==> config.mk <==
export PLATFORM = sky130hd
export DESIGN_NAME = ita_hwpe_job_sequencer
export DESIGN_NICKNAME = d
export VERILOG_FILES = /design/src/rtl/ita_hwpe_job_sequencer.sv
export SDC_FILE = /design/constraint.sdc
export NUM_CORES = 1
export LEC_CHECK = 0
export BUFFER_PORTS_ARGS = -buffer_cell sky130_fd_sc_hd__buf_2
export CAP_MARGIN = 20
export CORE_MARGIN = 2
export CORE_UTILIZATION = 44
export CTS_CLUSTER_DIAMETER = 50
export DETAILED_ROUTE_END_ITERATION = 10
export PLACE_DENSITY = 0.65
export SLEW_MARGIN = 25
export SYNTH_ARGS = -nofsm -noshare
export SYNTH_HDL_FRONTEND = slang
export SYNTH_SLANG_ARGS = --single-unit
==> constraint.sdc <==
create_clock -name clk_i -period 1.5 [get_ports clk_i]
set_input_delay 0 -clock clk_i [delete_from_list [all_inputs] [get_ports clk_i]]
set_output_delay 0 -clock clk_i [all_outputs]
set_load 0.01 [all_outputs]
==> src/rtl/ita_hwpe_job_sequencer.sv <==
// ita_hwpe_job_sequencer: queues committed ITA jobs, sequences the optional
// weight preload, launches the four streamers plus the engine and collects
// their completion pulses, raising one done event per job.
module ita_hwpe_job_sequencer #(
  parameter int unsigned N_CONTEXT = 2
) (
  input  logic       clk_i,
  input  logic       rst_i,
  input  logic       clear_i,
  input  logic       job_valid_i,
  output logic       job_ready_o,
  input  logic [4:0] job_ctrl_i,
  output logic [4:0] ctrl_o,
  output logic       input_start_o,
  output logic       weight_start_o,
  output logic       bias_start_o,
  output logic       output_start_o,
  output logic       engine_start_o,
  input  logic       input_done_i,
  input  logic       weight_done_i,
  input  logic       bias_done_i,
  input  logic       output_done_i,
  input  logic       engine_done_i,
  output logic       evt_done_o,
  output logic       busy_o,
  output logic [1:0] state_o
);

  localparam int unsigned PTR_W = (N_CONTEXT > 1) ? $clog2(N_CONTEXT) : 1;
  localparam int unsigned CNT_W = $clog2(N_CONTEXT + 1);
  localparam logic [PTR_W-1:0] PTR_LAST = PTR_W'(N_CONTEXT - 1);
  localparam logic [CNT_W-1:0] CNT_FULL = CNT_W'(N_CONTEXT);

  // ctrl bit positions
  localparam int unsigned CB_WPRE  = 0;
  localparam int unsigned CB_WNEXT = 1;
  localparam int unsigned CB_BDIS  = 2;
  localparam int unsigned CB_ODIS  = 4;

  // per-source index shared by start pulses and sticky done flags
  localparam int unsigned D_IN = 0;
  localparam int unsigned D_WT = 1;
  localparam int unsigned D_BI = 2;
  localparam int unsigned D_OU = 3;
  localparam int unsigned D_EN = 4;

  typedef enum logic [1:0] {
    ST_IDLE    = 2'd0,
    ST_PRELOAD = 2'd1,
    ST_RUN     = 2'd2,
    ST_DONE    = 2'd3
  } state_e;

  state_e           state_q, state_d;
  logic [4:0]       ctrl_q, ctrl_d;
  logic [4:0]       flags_q, flags_d;
  logic [4:0]       start_q, start_d;
  logic             preloaded_q, preloaded_d;
  logic             evt_q, evt_d;

  logic [4:0]       fifo_q [N_CONTEXT];
  logic [PTR_W-1:0] wr_ptr_q, rd_ptr_q;
  logic [CNT_W-1:0] cnt_q;

  logic             push_s, pop_s, enter_run_s, complete_s;
  logic [4:0]       head_s, hits_s, run_ctrl_s;

  function automatic logic [PTR_W-1:0] ptr_inc(input logic [PTR_W-1:0] p);
    if (p == PTR_LAST) begin
      ptr_inc = {PTR_W{1'b0}};
    end else begin
      ptr_inc = p + PTR_W'(1);
    end
  endfunction

  // Ready reflects pre-pop occupancy, so a full queue refuses a push even when
  // the same cycle pops.
  assign job_ready_o = (cnt_q != CNT_FULL);
  assign busy_o      = (state_q != ST_IDLE) || (cnt_q != {CNT_W{1'b0}});
  assign push_s      = job_valid_i & job_ready_o & ~clear_i;
  assign head_s      = fifo_q[rd_ptr_q];

  // Done pulses seen so far plus this cycle's; disabled sources never count.
  assign hits_s = flags_q | {engine_done_i,
                             output_done_i & ~ctrl_q[CB_ODIS],
                             bias_done_i   & ~ctrl_q[CB_BDIS],
                             weight_done_i &  ctrl_q[CB_WNEXT],
                             input_done_i};

  assign complete_s = hits_s[D_IN] & hits_s[D_EN]
                    & (ctrl_q[CB_BDIS]   | hits_s[D_BI])
                    & (ctrl_q[CB_ODIS]   | hits_s[D_OU])
                    & (~ctrl_q[CB_WNEXT] | hits_s[D_WT]);

  // Next-state, pop decision and registered-output values for the job FSM.
  always_comb begin
    state_d     = state_q;
    ctrl_d      = ctrl_q;
    flags_d     = flags_q;
    preloaded_d = preloaded_q;
    start_d     = 5'b00000;
    evt_d       = 1'b0;
    pop_s       = 1'b0;
    enter_run_s = 1'b0;
    run_ctrl_s  = ctrl_q;

    case (state_q)
      ST_IDLE: begin
        if (cnt_q != {CNT_W{1'b0}}) begin
          pop_s       = 1'b1;
          ctrl_d      = head_s;
          // the skip decision uses the old flag, then the flag is consumed
          preloaded_d = 1'b0;
          if (head_s[CB_WPRE] && !preloaded_q) begin
            state_d       = ST_PRELOAD;
            start_d[D_WT] = 1'b1;
          end else begin
            state_d     = ST_RUN;
            enter_run_s = 1'b1;
            run_ctrl_s  = head_s;
          end
        end else begin
          state_d = ST_IDLE;
        end
      end
      ST_PRELOAD: begin
        if (weight_done_i) begin
          state_d     = ST_RUN;
          enter_run_s = 1'b1;
        end else begin
          state_d = ST_PRELOAD;
        end
      end
      ST_RUN: begin
        flags_d = hits_s;
        if (weight_done_i && ctrl_q[CB_WNEXT]) begin
          preloaded_d = 1'b1;
        end else begin
          preloaded_d = preloaded_q;
        end
        if (complete_s) begin
          state_d = ST_DONE;
          evt_d   = 1'b1;
        end else begin
          state_d = ST_RUN;
        end
      end
      ST_DONE: begin
        state_d = ST_IDLE;
      end
      default: begin
        state_d = ST_IDLE;
      end
    endcase

    if (enter_run_s) begin
      flags_d       = 5'b00000;
      start_d[D_IN] = 1'b1;
      start_d[D_EN] = 1'b1;
      start_d[D_BI] = ~run_ctrl_s[CB_BDIS];
      start_d[D_OU] = ~run_ctrl_s[CB_ODIS];
      start_d[D_WT] = run_ctrl_s[CB_WNEXT];
    end else begin
      start_d = start_d;
    end

    // soft clear wins over every transition
    if (clear_i) begin
      state_d     = ST_IDLE;
      ctrl_d      = 5'b00000;
      flags_d     = 5'b00000;
      preloaded_d = 1'b0;
      start_d     = 5'b00000;
      evt_d       = 1'b0;
      pop_s       = 1'b0;
    end else begin
      pop_s = pop_s;
    end
  end

  // FSM state and registered job outputs.
  always_ff @(posedge clk_i or posedge rst_i) begin
    if (rst_i) begin
      state_q     <= ST_IDLE;
      ctrl_q      <= 5'b00000;
      flags_q     <= 5'b00000;
      start_q     <= 5'b00000;
      preloaded_q <= 1'b0;
      evt_q       <= 1'b0;
    end else begin
      state_q     <= state_d;
      ctrl_q      <= ctrl_d;
      flags_q     <= flags_d;
      start_q     <= start_d;
      preloaded_q <= preloaded_d;
      evt_q       <= evt_d;
    end
  end

  // Job queue storage, pointers and occupancy.
  always_ff @(posedge clk_i or posedge rst_i) begin
    if (rst_i) begin
      for (int i = 0; i < N_CONTEXT; i++) begin
        fifo_q[i] <= 5'b00000;
      end
      wr_ptr_q <= {PTR_W{1'b0}};
      rd_ptr_q <= {PTR_W{1'b0}};
      cnt_q    <= {CNT_W{1'b0}};
    end else if (clear_i) begin
      wr_ptr_q <= {PTR_W{1'b0}};
      rd_ptr_q <= {PTR_W{1'b0}};
      cnt_q    <= {CNT_W{1'b0}};
    end else begin
      if (push_s) begin
        fifo_q[wr_ptr_q] <= job_ctrl_i;
        wr_ptr_q         <= ptr_inc(wr_ptr_q);
      end
      if (pop_s) begin
        rd_ptr_q <= ptr_inc(rd_ptr_q);
      end
      if (push_s && !pop_s) begin
        cnt_q <= cnt_q + CNT_W'(1);
      end else if (!push_s && pop_s) begin
        cnt_q <= cnt_q - CNT_W'(1);
      end
    end
  end

  assign ctrl_o         = ctrl_q;
  assign input_start_o  = start_q[D_IN];
  assign weight_start_o = start_q[D_WT];
  assign bias_start_o   = start_q[D_BI];
  assign output_start_o = start_q[D_OU];
  assign engine_start_o = start_q[D_EN];
  assign evt_done_o     = evt_q;
  assign state_o        = state_q;

endmodule

==> metrics <==
Syn Inst Count 128; CTS tree done; synthesized area 0.00146 mm2; CTS clk-pin slew, worst paths 0.10 ns; kind of critical path reg2reg; post-synthesis async set-or-reset flop share 100%; Lkg Pwr 0.886 nW; top cells by area, synth dfrtp_1 55%, mux2_2 7.7%, nor2_1 6.2%, mux2i_1 3.4%, a211oi_1 3.1%; Slowest cell on crit path dfrtp_1; Layout Utilization 59.8%; fillers 286; total gr overflow 0; final setup violation count 0; largest net degree at the start of global routing 33; Initial Utilization 46.9%; worst vdd ir 669 uV; DR iter-0 viols 33; CP required 1.75 ns; Synth top cells by count 32 x dfrtp_1, 24 x nor2_1, 10 x mux2_2; crit path capture type register; CP max stage delay 0.47 ns; pwr/cell area 1630 mW/mm2; worst hold-check path type in2reg; Post-route DRC 0; Reg2Reg Depth 4; Main synth FF type dfrtp_1; Min Clock Period, post-route 1.42 ns; Routability Congestion 0.754; die height 61.5 um; Yosys top cell area share 55.0%; sequential element share of the synthesized area 55.0%; Total GRT Usage 17.8%; Worst Skew 0.0155 ns; most common cell in the netlist dfrtp_1; #FFs+latches synth 32; initial antenna violation count 0; clk root buf clkbuf_4; Finished Cell Area 0.00186 mm2; Routed WL 2.92 mm; total CTS buffers 5; vias in the first global route 1,076; Pins Over Slew Limit 0; Clock Path Buffers 2; share of cells above drive strength 1 36.4%; warnings from Yosys 0; CTS Sinks 32; die area 0.00379 mm2; setup_tns 0 ns; Max FO, Critical Path 10; worst path cell trace nor3_4, buf_6, a21oi_1, a21oi_1; post-route ant nets 0; max cap viols 0; # rows 20; DP Area 0.00169 mm2; H-Tree Level Count 2; number of synthesized flops with an enable pin 0; Mapped Nets 142; outcome complete, no violations; WP data arrival 1.67 ns; hold path depth 3; number of port buffers 28; Avg Inst Size Synth 11.4 um2; Via density 5.05; DRT Pass-1 Iters 4; Critical Path Start Type register; Layout area overhead 27.4%; Hold Fails Final Rpt 0; Core Region 0.00310 mm2; maximum clock frequency 0.704 GHz; I/O pins 29; via count 1,111; Design Power 0.00303 W; clk_lat worst skew 0.33 ns; HPWL Detailed 2.16 mm; chip width 61.5 um; cell mode on critical path a21oi_1; Worst-Margin Slew 0.405 ns; final worst path period share 94.7%; WL/cell 13.3 um; synth unique cells 32; final hold slack 0.0110 ns; fin nets 190; antenna fix cells 0; RSZ-0062 raised after global routing no; Synth area leader dfrtp_1; first-pass GRT wire length 4.86 mm; relative slew slack 73.0%
[final timing paths]
check / from / to / slack, ns
max in group asynchronous: rst_i / fifo_q[0] / 0.91
max reg2reg: state_o[0] / state_o[1] / 0.08
max: state_o[0] / state_o[1] / 0.08
min in group asynchronous: rst_i / ctrl_o[1] / 0.28
min: weight_done_i / state_o[0] / 0.01
min reg2reg: flags_q[2] / flags_q[2] / 0.50
[cells by family (layout without fill, tap and decap cells)]
kind of cell | count (synthesis) | after routing | synth area share, %
muxes | 15 | 15 | 11.2
AOI/OAI and AO/OA | 24 | 24 | 11.4
and+or+nand+nor | 47 | 47 | 16.8
DFF | 32 | 32 | 55.0
buffers and inverters | 7 | 55 | 2.83
xor gates and xnor gates | 3 | 3 | 2.84
[where the power goes]
group / total (W) / switching, W / internal [W]
registers: 0.00129 / 0.000190 / 0.00110
clock network: 0.000446 / 0.000273 / 0.000172
logic: 0.00129 / 0.000630 / 0.000656
[sequential cells by signal, summed over array words and instances, names as in the netlist]
| register | cells |
|---|---|
| wr_ptr_q | 1 |
| flags_q | 5 |
| state_o | 2 |
| preloaded_q | 1 |
| start_q | 4 |
| ctrl_o | 5 |
| rd_ptr_q | 1 |
| cnt_q | 2 |
| fifo_q | 10 |
| evt_done_o | 1 |
[per-stage QoR]
| stage | worst slack (ns) | std cells |
|---|---|---|
| final | 0.0799 | 220 |
| after global routing | 0.00622 | 220 |
| after CTS | 0.0403 | 218 |
| after detailed placement | -0.00913 | 204 |
| after global placement | 0.0526 | 204 |
| after floorplan | 0.0312 | 128 |
[placed cells by master (no fill, tap or decap), types with 4 or more instances in the layout]
| cell type | count |
|---|---|
| dfrtp_1 | 32 |
| buf_2 | 28 |
| nor2_1 | 24 |
| buf_4 | 10 |
| mux2_2 | 7 |
| dlygate4sd3_1 | 7 |
| a211oi_1 | 6 |
| a21oi_1 | 6 |
| mux2i_1 | 5 |
| nand2_1 | 5 |
| clkbuf_4 | 5 |
| a31oi_1 | 4 |
[per-layer routing]
layer  track usage [%]  up-vias  wire length, um
met5                 0        -                0
met4              5.47        0               12
met3              6.30        2              152
met2              29.0       30             1430
met1              22.3      536             1320
li1                  -      543                -
[layout make-up]
class	count	area, um2	area share (%)
Sequential cell	32	801	43.2
Clock buffer	6	41.3	2.23
Inverter	1	3.75	0.202
Clock inverter	1	5.00	0.270
Timing Repair Buffer	47	308	16.6
Tap cell	44	55.1	2.97
Multi-Input combinational cell	89	642	34.6
[repair_timing]
item,in CTS,in global routing
setup endpoints to repair,5,8
buffers inserted,0,2
gates resized for setup,1,7
hold endpoints to repair,46,0
hold buffers,7,0
pin swaps,0,2
[worst max-delay path, delay by kind of cell, from the launching register on]
kind	cells	cell delay, ns
AO/OA/AOI/OAI	2	0.29
flip-flops	1	0.47
AND/OR/NAND/NOR	1	0.38
buffers and inverters	1	0.19
Power figures use the tool's default switching activity.
